$ cat config.mk
export PLATFORM = sky130hd
export DESIGN_NAME = hex_scan_ctrl
export DESIGN_NICKNAME = d
export VERILOG_FILES = /design/src/rtl/hex_scan_ctrl.sv
export SDC_FILE = /design/constraint.sdc
export NUM_CORES = 1
export LEC_CHECK = 0
export ABC_AREA = 1
export CAP_MARGIN = 0
export CORE_ASPECT_RATIO = 0.5
export CORE_MARGIN = 5
export CORE_UTILIZATION = 32
export DETAILED_ROUTE_END_ITERATION = 8
export GPL_TIMING_DRIVEN = 0
export PLACE_DENSITY = 0.62
export SLEW_MARGIN = 20
export SYNTH_ARGS = -nofsm -noshare
export SYNTH_HDL_FRONTEND = slang
export SYNTH_SLANG_ARGS = --single-unit
$ cat constraint.sdc
create_clock -name Clk -period 1.5 [get_ports Clk]
set_clock_uncertainty 0.1 [all_clocks]
set_input_delay 0.45 -clock Clk [delete_from_list [all_inputs] [get_ports Clk]]
set_output_delay 0.45 -clock Clk [all_outputs]
set_load 0.005 [all_outputs]
$ cat src/rtl/hex_scan_ctrl.sv
// hex_scan_ctrl: scans a shadow hex value across NUM_DIGITS anodes, one nibble per slot.
// Define LEADING_ZERO_BLANK_EN to darken leading zero digits (digit 0 always shown).
module hex_scan_ctrl #(
    parameter int NUM_DIGITS = 4,
    parameter int DIV_COUNT  = 50000,
    parameter int DATA_W     = 4 * NUM_DIGITS
) (
    input  logic                  Clk,
    input  logic                  Reset,
    input  logic                  Enable,
    input  logic                  LoadReq,
    input  logic [DATA_W-1:0]     Value,
    output logic                  LoadAck,
    output logic [3:0]            Nibble,
    output logic [NUM_DIGITS-1:0] DigitSel,
    output logic                  Blank
);

    localparam int CW = $clog2(DIV_COUNT);
    localparam int IW = $clog2(NUM_DIGITS);
    localparam logic [CW-1:0] CNT_LAST = CW'(DIV_COUNT - 1);
    localparam logic [IW-1:0] IDX_LAST = IW'(NUM_DIGITS - 1);

    typedef enum logic {
        IDLE,
        SCAN
    } state_t;

    state_t            state;
    state_t            state_n;
    logic [CW-1:0]     cnt;
    logic [CW-1:0]     cnt_n;
    logic [IW-1:0]     idx;
    logic [IW-1:0]     idx_n;
    logic [DATA_W-1:0] shadow;
    logic [DATA_W-1:0] shadow_n;
    logic              ack_n;

    logic              slot_end;
    logic              frame_end;
    logic              accept;
    logic              blank_slot;
    logic [3:0]        nib [NUM_DIGITS];

    for (genvar g = 0; g < NUM_DIGITS; g++) begin : g_nib
        assign nib[g] = shadow[4*g +: 4];
    end

`ifdef LEADING_ZERO_BLANK_EN
    // upper_zero[i]: nibbles i..NUM_DIGITS-1 are all zero
    logic [NUM_DIGITS-1:0] upper_zero;

    assign upper_zero[NUM_DIGITS-1] = (nib[NUM_DIGITS-1] == 4'h0);

    for (genvar g = 0; g < NUM_DIGITS - 1; g++) begin : g_uz
        assign upper_zero[g] = (nib[g] == 4'h0) && upper_zero[g+1];
    end

    assign blank_slot = (idx != '0) && upper_zero[idx];
`else
    assign blank_slot = 1'b0;
`endif

    assign slot_end  = (cnt == CNT_LAST);
    assign frame_end = slot_end && (idx == IDX_LAST);

    always_ff @(posedge Clk) begin
        if (Reset) begin
            state   <= IDLE;
            cnt     <= '0;
            idx     <= '0;
            shadow  <= '0;
            LoadAck <= 1'b0;
        end else begin
            state   <= state_n;
            cnt     <= cnt_n;
            idx     <= idx_n;
            shadow  <= shadow_n;
            LoadAck <= ack_n;
        end
    end

    always_comb begin
        state_n  = state;
        cnt_n    = cnt;
        idx_n    = idx;
        shadow_n = shadow;
        ack_n    = 1'b0;
        accept   = 1'b0;

        case (state)
            IDLE: begin
                cnt_n = '0;
                idx_n = '0;
                // a request still high during its own ack cycle is not taken twice
                accept = LoadReq && !LoadAck;
                if (Enable) begin
                    state_n = SCAN;
                end
            end
            SCAN: begin
                accept = LoadReq && frame_end;
                if (!Enable) begin
                    state_n = IDLE;
                    cnt_n   = '0;
                    idx_n   = '0;
                end else if (slot_end) begin
                    cnt_n = '0;
                    idx_n = (idx == IDX_LAST) ? '0 : idx + IW'(1);
                end else begin
                    cnt_n = cnt + CW'(1);
                end
            end
            default: begin
                state_n = IDLE;
            end
        endcase

        if (accept) begin
            shadow_n = Value;
            ack_n    = 1'b1;
        end
    end

    always_comb begin
        Nibble   = 4'h0;
        DigitSel = '1;
        Blank    = 1'b1;
        if (state == SCAN) begin
            Nibble = nib[idx];
            if (!blank_slot) begin
                DigitSel[idx] = 1'b0;
                Blank         = 1'b0;
            end
        end
    end

endmodule

==> flow_summary_export.csv, run 1 <==
group,metric,value,unit
place,dpl-instance-area,2230,µm²
global_route,grt_start_max_net_pins,12,
synthesis,synth_top_area_share,38.8,%
global_route,antenna_found_initial,0,
drt,firstDrtPassIters,4,
power,finalPower,2.61,mW
drt,drt-total-wl,5.16,mm
finish,fin_cells,403,
min_path,min_path_type,"reg -> reg",
global_route,met1_usage,15.4,%
synthesis,yosysMostFrequentCell,"nor2_1",
synthesis,ys.warnings.count,0,
worst_setup_path,worst-path-buf-inv,4,
power,peakVddDrop,0.480,mV
timing,slew_headroom,72.4,%
synthesis,yosysTopAreaCell,"dfxtp_1",
clocking,clk_latency,0.28,ns
timing,setup_ws,-0.402,ns
timing,fin_crit_sh,127,%
run_status,outcome,"complete, but fails checks",
clocking,numClockSinks,36,
global_route,track_usage,13.6,%
synthesis,synth-xor-area-share,1.41,%
drt,drc,0,
synthesis,synth-seq-cells,36,
place,dp.cells,370,
worst_setup_path,path_class,"reg -> out",
worst_setup_path,worstPathRequired,0.95,ns
global_route,grt_pass1_wl,8.60,mm
timing,worst_slew_pin_slew,0.414,ns
timing,min_period,1.90,ns
synthesis,netlist_instances,269,
place,port_buffers,28,
timing,tns,-3.76,ns
synthesis,synth-simple-area-share,32.3,%
finish,final_core_util,53.5,%
drt,wire_per_inst,12.8,µm
finish,nNetsFinal,354,
worst_setup_path,cp-end-kind,"output port",
die,dieArea,7520,µm²
global_route,grt_remaining_overflow,0,
place,finalWeightedCongestion,0.756,
finish,multiInputGateArea,1230,µm²
place,dp_worst_setup_slack,-0.630,ns
finish,fin_area,2980,µm²
clocking,cts_hold_buf,0,
global_route,use_met3,2.82,%
clocking,cts_tree,"done",
drt,drt_iter0_markers,54,
worst_setup_path,worstPathArrival,1.35,ns
clocking,path_clk_slew,0.05,ns
synthesis,synth_area,1860,µm²
global_route,grt-busiest-layer,"met2",
worst_setup_path,reg2reg_slack,-0.09,ns
run_status,violations,"negative setup slack",
global_route,grt_pass1_vias,1921,
worst_setup_path,crit_chain,"buf_6 > buf_4 > inv_8 > ha_1 > nand2_1 > clkdlybuf4s15_2",
clocking,clock-root-buffer,"clkbuf_16",
synthesis,synthArstFlopShare,0,%
synthesis,synth_nets,294,
synthesis,synth_area_leaders,"dfxtp_1, nor2_1, nand2_1",
power,power_density,876,nW/µm²
worst_setup_path,critPathTopFamily,"buffers and inverters",
drt,routed_via_density,4.69,
finish,antenna_cells,0,
global_route,grt_use_met2,25.5,%
finish,area_delta_synth_final,60.2,%
worst_setup_path,slowest_stage,"dfxtp_2",
worst_setup_path,cpPeakStageDelay,0.34,ns
die,die_w,118,µm
synthesis,synth-compound-area-share,13.0,%
die,num_io_pins,30,
die,initial_utilization,33.4,%
place,dp_hpwl,3.12,mm
die,core,5560,µm²
synthesis,ys_seq_area_share,38.8,%
timing,clock.fmax,526,MHz
clocking,cts_buffer_depth,2,
clocking,cts_buffers,5,
synthesis,synth_top_family_by_area,"simple AND/OR/NAND/NOR gates",
worst_setup_path,critPathMaxFanout,11,
die,row_count,19,
synthesis,ys_types,28,
die,die_height,63.9,µm
synthesis,synth_fa_ha_area_share,3.37,%
power,p_leak,1.22,nW
timing,setup_viol,25,
drt,vias,1892,
finish,drive_gt1_share,36.4,%
synthesis,synth_edf_count,0,
timing,slew_viol_final,0,
synthesis,synth_ff_type,"dfxtp_1",
synthesis,postSynthAreaPerCell,6.91,µm²
drt,drt.antenna.violating_nets,0,
synthesis,yosys-top-cells-count,"nor2_1, nand2_1, dfxtp_1",
finish,ff_latch_area,746,µm²
timing,hold_violations,0,
timing,hold_ws,0.377,ns
run,cap_violations,0,
worst_setup_path,cp-start-kind,"flip-flop",
clocking,htree_levels,2,
synthesis,muxShareOfSynthArea,0,%
finish,fillers,519,
timing,rsz0062_at_grt,"true",
layout by cell type, fill, tap and decap left out, types with 7 or more instances in the layout:
cell type        netlist  final
nand3_1               22     14
clkdlybuf4s50_1        0     16
buf_4                  0     16
dfxtp_2                0      8
a21oi_2                0     11
nor2_1                53     44
buf_6                  6     16
nand2_1               42     34
a21oi_1               29     16
dfxtp_1               36     24
inv_1                 31     26
nor2_4                 0      8
o21ai_1                0      7
worst reg2reg max path: stages (launching register included):
cell and delay (ns):
dfxtp_2 0.33, buf_4 0.13, buf_6 0.12, ha_4 0.16, nand2_4 0.07, inv_2 0.03, nand3_2 0.06, nand2_4 0.11
clkbuf_16 0.19, a21oi_1 0.12, nor2_1 0.05
kinds of logic (layout without fill, tap and decap cells):
logic type | Yosys count | count (layout)
AO/OA/AOI/OAI | 46 | 46
XOR/XNOR | 3 | 3
adder cells (fa/ha/maj) | 5 | 5
buffers and inverters | 43 | 104
flip-flops | 36 | 36
AND/OR/NAND/NOR | 136 | 136
final timing paths:
path,start,end,depth (start not counted)
min,cnt[15],cnt[15],2
max reg2reg,idx[0],shadow[9],10
max,idx[0],DigitSel[0],6
min reg2reg,cnt[15],cnt[15],2
state kept, by name, summed over array words and instances (netlist names):
name / count
state: 1
idx: 2
LoadAck: 1
shadow: 16
cnt: 16
cell type report:
| type | count | area share (%) |
|---|---|---|
| buffer | 10 | 3.19 |
| clock buffer | 7 | 5.13 |
| clock inverter | 1 | 1.01 |
| inverter | 33 | 4.50 |
| multi-input combinational | 190 | 41.4 |
| sequential | 36 | 25.1 |
| tap | 73 | 3.07 |
| timing repair buffer | 53 | 16.7 |
timing repair:
| action | 4_1_cts | 5_1_grt |
|---|---|---|
| resized for setup | 89 | 61 |
| gates cloned | 4 | 1 |
| pin swaps | 11 | 19 |
| buffers inserted | 11 | 9 |
| endpoints found under the setup margin | 42 | 41 |
metal layers:
metal / part of all wire, % / vias to the layer above
met5: 0 / -
met4: 0.74 / 0
met3: 3.1 / 5
met2: 54 / 41
met1: 42 / 866
li1: - / 980
report_power, final:
| group | internal (mW) | leakage [nW] | switching [mW] |
|---|---|---|---|
| clock network | 0.874 | 0.0901 | 0.386 |
| logic | 0.170 | 0.826 | 0.158 |
| registers | 0.990 | 0.301 | 0.0279 |
| total | 2.03 | 1.22 | 0.572 |
Power figures use the tool's default switching activity.
==> run 2, diff against run 1 <==
- CORE_UTILIZATION: 32 -> 49
- PLACE_DENSITY: 0.62 -> 0.82
- clock period: 1.5 -> 1.9 ns (I/O delays scaled with it)
==> flow_summary_export.csv, run 2 (synthesis results as in run 1) <==
group,metric,value,unit
clocking,numClockSinks,36,
timing,fin_crit_sh,112,%
drt,vias,1867,
timing,setup_viol,7,
finish,area_delta_synth_final,31.7,%
finish,fillers,278,
finish,top_regs,"cnt: 16 flops, shadow: 16 flops, idx: 2 flops",
power,peakVddDrop,0.276,mV
place,dp_hpwl,2.86,mm
die,dieArea,5200,µm²
finish,nNetsFinal,339,
clocking,cts_buffer_depth,2,
drt,drt.antenna.violating_nets,0,
drt,drt_iter0_markers,74,
clocking,path_clk_slew,0.07,ns
global_route,grt_pass1_wl,7.14,mm
worst_setup_path,worstPathRequired,1.23,ns
place,port_buffers,28,
finish,fin_area,2450,µm²
timing,hold_ws,0.365,ns
timing,slew_headroom,68.7,%
timing,min_period,2.12,ns
clocking,cts_buffers,5,
drt,routed_via_density,5.10,
drt,firstDrtPassIters,4,
worst_setup_path,cp-end-kind,"output port",
run_status,outcome,"complete, but fails checks",
finish,fin_cells,366,
worst_setup_path,worstPathArrival,1.45,ns
die,core,3550,µm²
finish,antenna_cells,0,
drt,wire_per_inst,12.3,µm
global_route,grt_start_max_net_pins,12,
finish,drive_gt1_share,18.1,%
worst_setup_path,path_class,"reg -> out",
timing,clock.fmax,472,MHz
global_route,grt_pass1_vias,1637,
die,die_height,53.5,µm
power,power_density,637,nW/µm²
global_route,grt_remaining_overflow,0,
global_route,antenna_found_initial,0,
timing,slew_viol_final,0,
global_route,track_usage,17.5,%
die,row_count,15,
die,initial_utilization,52.4,%
clocking,cts_hold_buf,0,
power,p_leak,0.994,nW
clocking,htree_levels,2,
finish,final_cell_mix,"nor2_1, nand2_1, dfxtp_1",
clocking,clk_latency,0.29,ns
clocking,cts_tree,"done",
run_status,violations,"negative setup slack",
worst_setup_path,cp-start-kind,"flip-flop",
finish,layout_commonest_cell,"nor2_1",
place,dp_worst_setup_slack,-0.449,ns
clocking,clock-root-buffer,"clkbuf_8",
place,dp.cells,348,
place,dpl-instance-area,2200,µm²
worst_setup_path,critPathMaxFanout,3,
die,die_w,97.1,µm
min_path,min_path_type,"reg -> reg",
run,cap_violations,0,
timing,hold_violations,0,
die,num_io_pins,30,
drt,drt-total-wl,4.50,mm
drt,drc,0,
timing,setup_ws,-0.219,ns
place,finalWeightedCongestion,0.858,
timing,worst_slew_pin_slew,0.470,ns
timing,tns,-0.911,ns
timing,rsz0062_at_grt,"true",
run 2: metrics by stage:
stage,power [mW],util [%]
CTS,1.55,66.8
detailed placement,1.01,62.1
floorplan,0.932,-
global placement,1.00,62.1
finish,1.56,69.0
global route,1.63,69.0
run 2: final cells by class:
cell class | count | area (µm²) | share of cell area [%]
buffer | 10 | 90.1 | 3.68
inverter | 33 | 139 | 5.67
sequential | 36 | 727 | 29.7
tap | 51 | 63.8 | 2.61
clock buffer | 8 | 90.1 | 3.68
timing repair inverter | 1 | 16.3 | 0.665
timing repair buffer | 37 | 332 | 13.5
multi-input combinational | 190 | 990 | 40.4
run 2: path summary, 6_finish.rpt:
path         startpoint        end  cells after the start  slack, ns
max              idx[0]  Nibble[2]                      7      -0.22
min              cnt[0]     cnt[0]                      1       0.37
max reg2reg      cnt[0]     cnt[1]                      7       0.23
min reg2reg      cnt[0]     cnt[0]                      1       0.37
run 2: critical path: stages, from the launching register on:
cell and delay (ns):
dfxtp_2 0.36, buf_6 0.12, buf_4 0.12, nor2_1 0.05, nor2_1 0.10, o21ai_0 0.09, a21oi_1 0.18, buf_2 0.15
run 2: what timing repair did:
action,in CTS,in global routing
buffers inserted,7,2
pin swaps,7,8
resized for setup,49,18
cloned,0,1
setup endpoints to repair,9,9
run 2: report_power, final:
part,total [mW],switching [mW],internal (mW),leakage [nW]
registers,0.806,0.0213,0.784,0.296
logic,0.194,0.0949,0.0986,0.652
clock network,0.559,0.263,0.296,0.0455
total,1.56,0.380,1.18,0.994
run 2: per-layer routing:
layer	wire [µm]	GRT usage [%]
met5	0	0
met4	96	8.62
met2	2250	33.2
met3	264	4.01
met1	1900	19.2
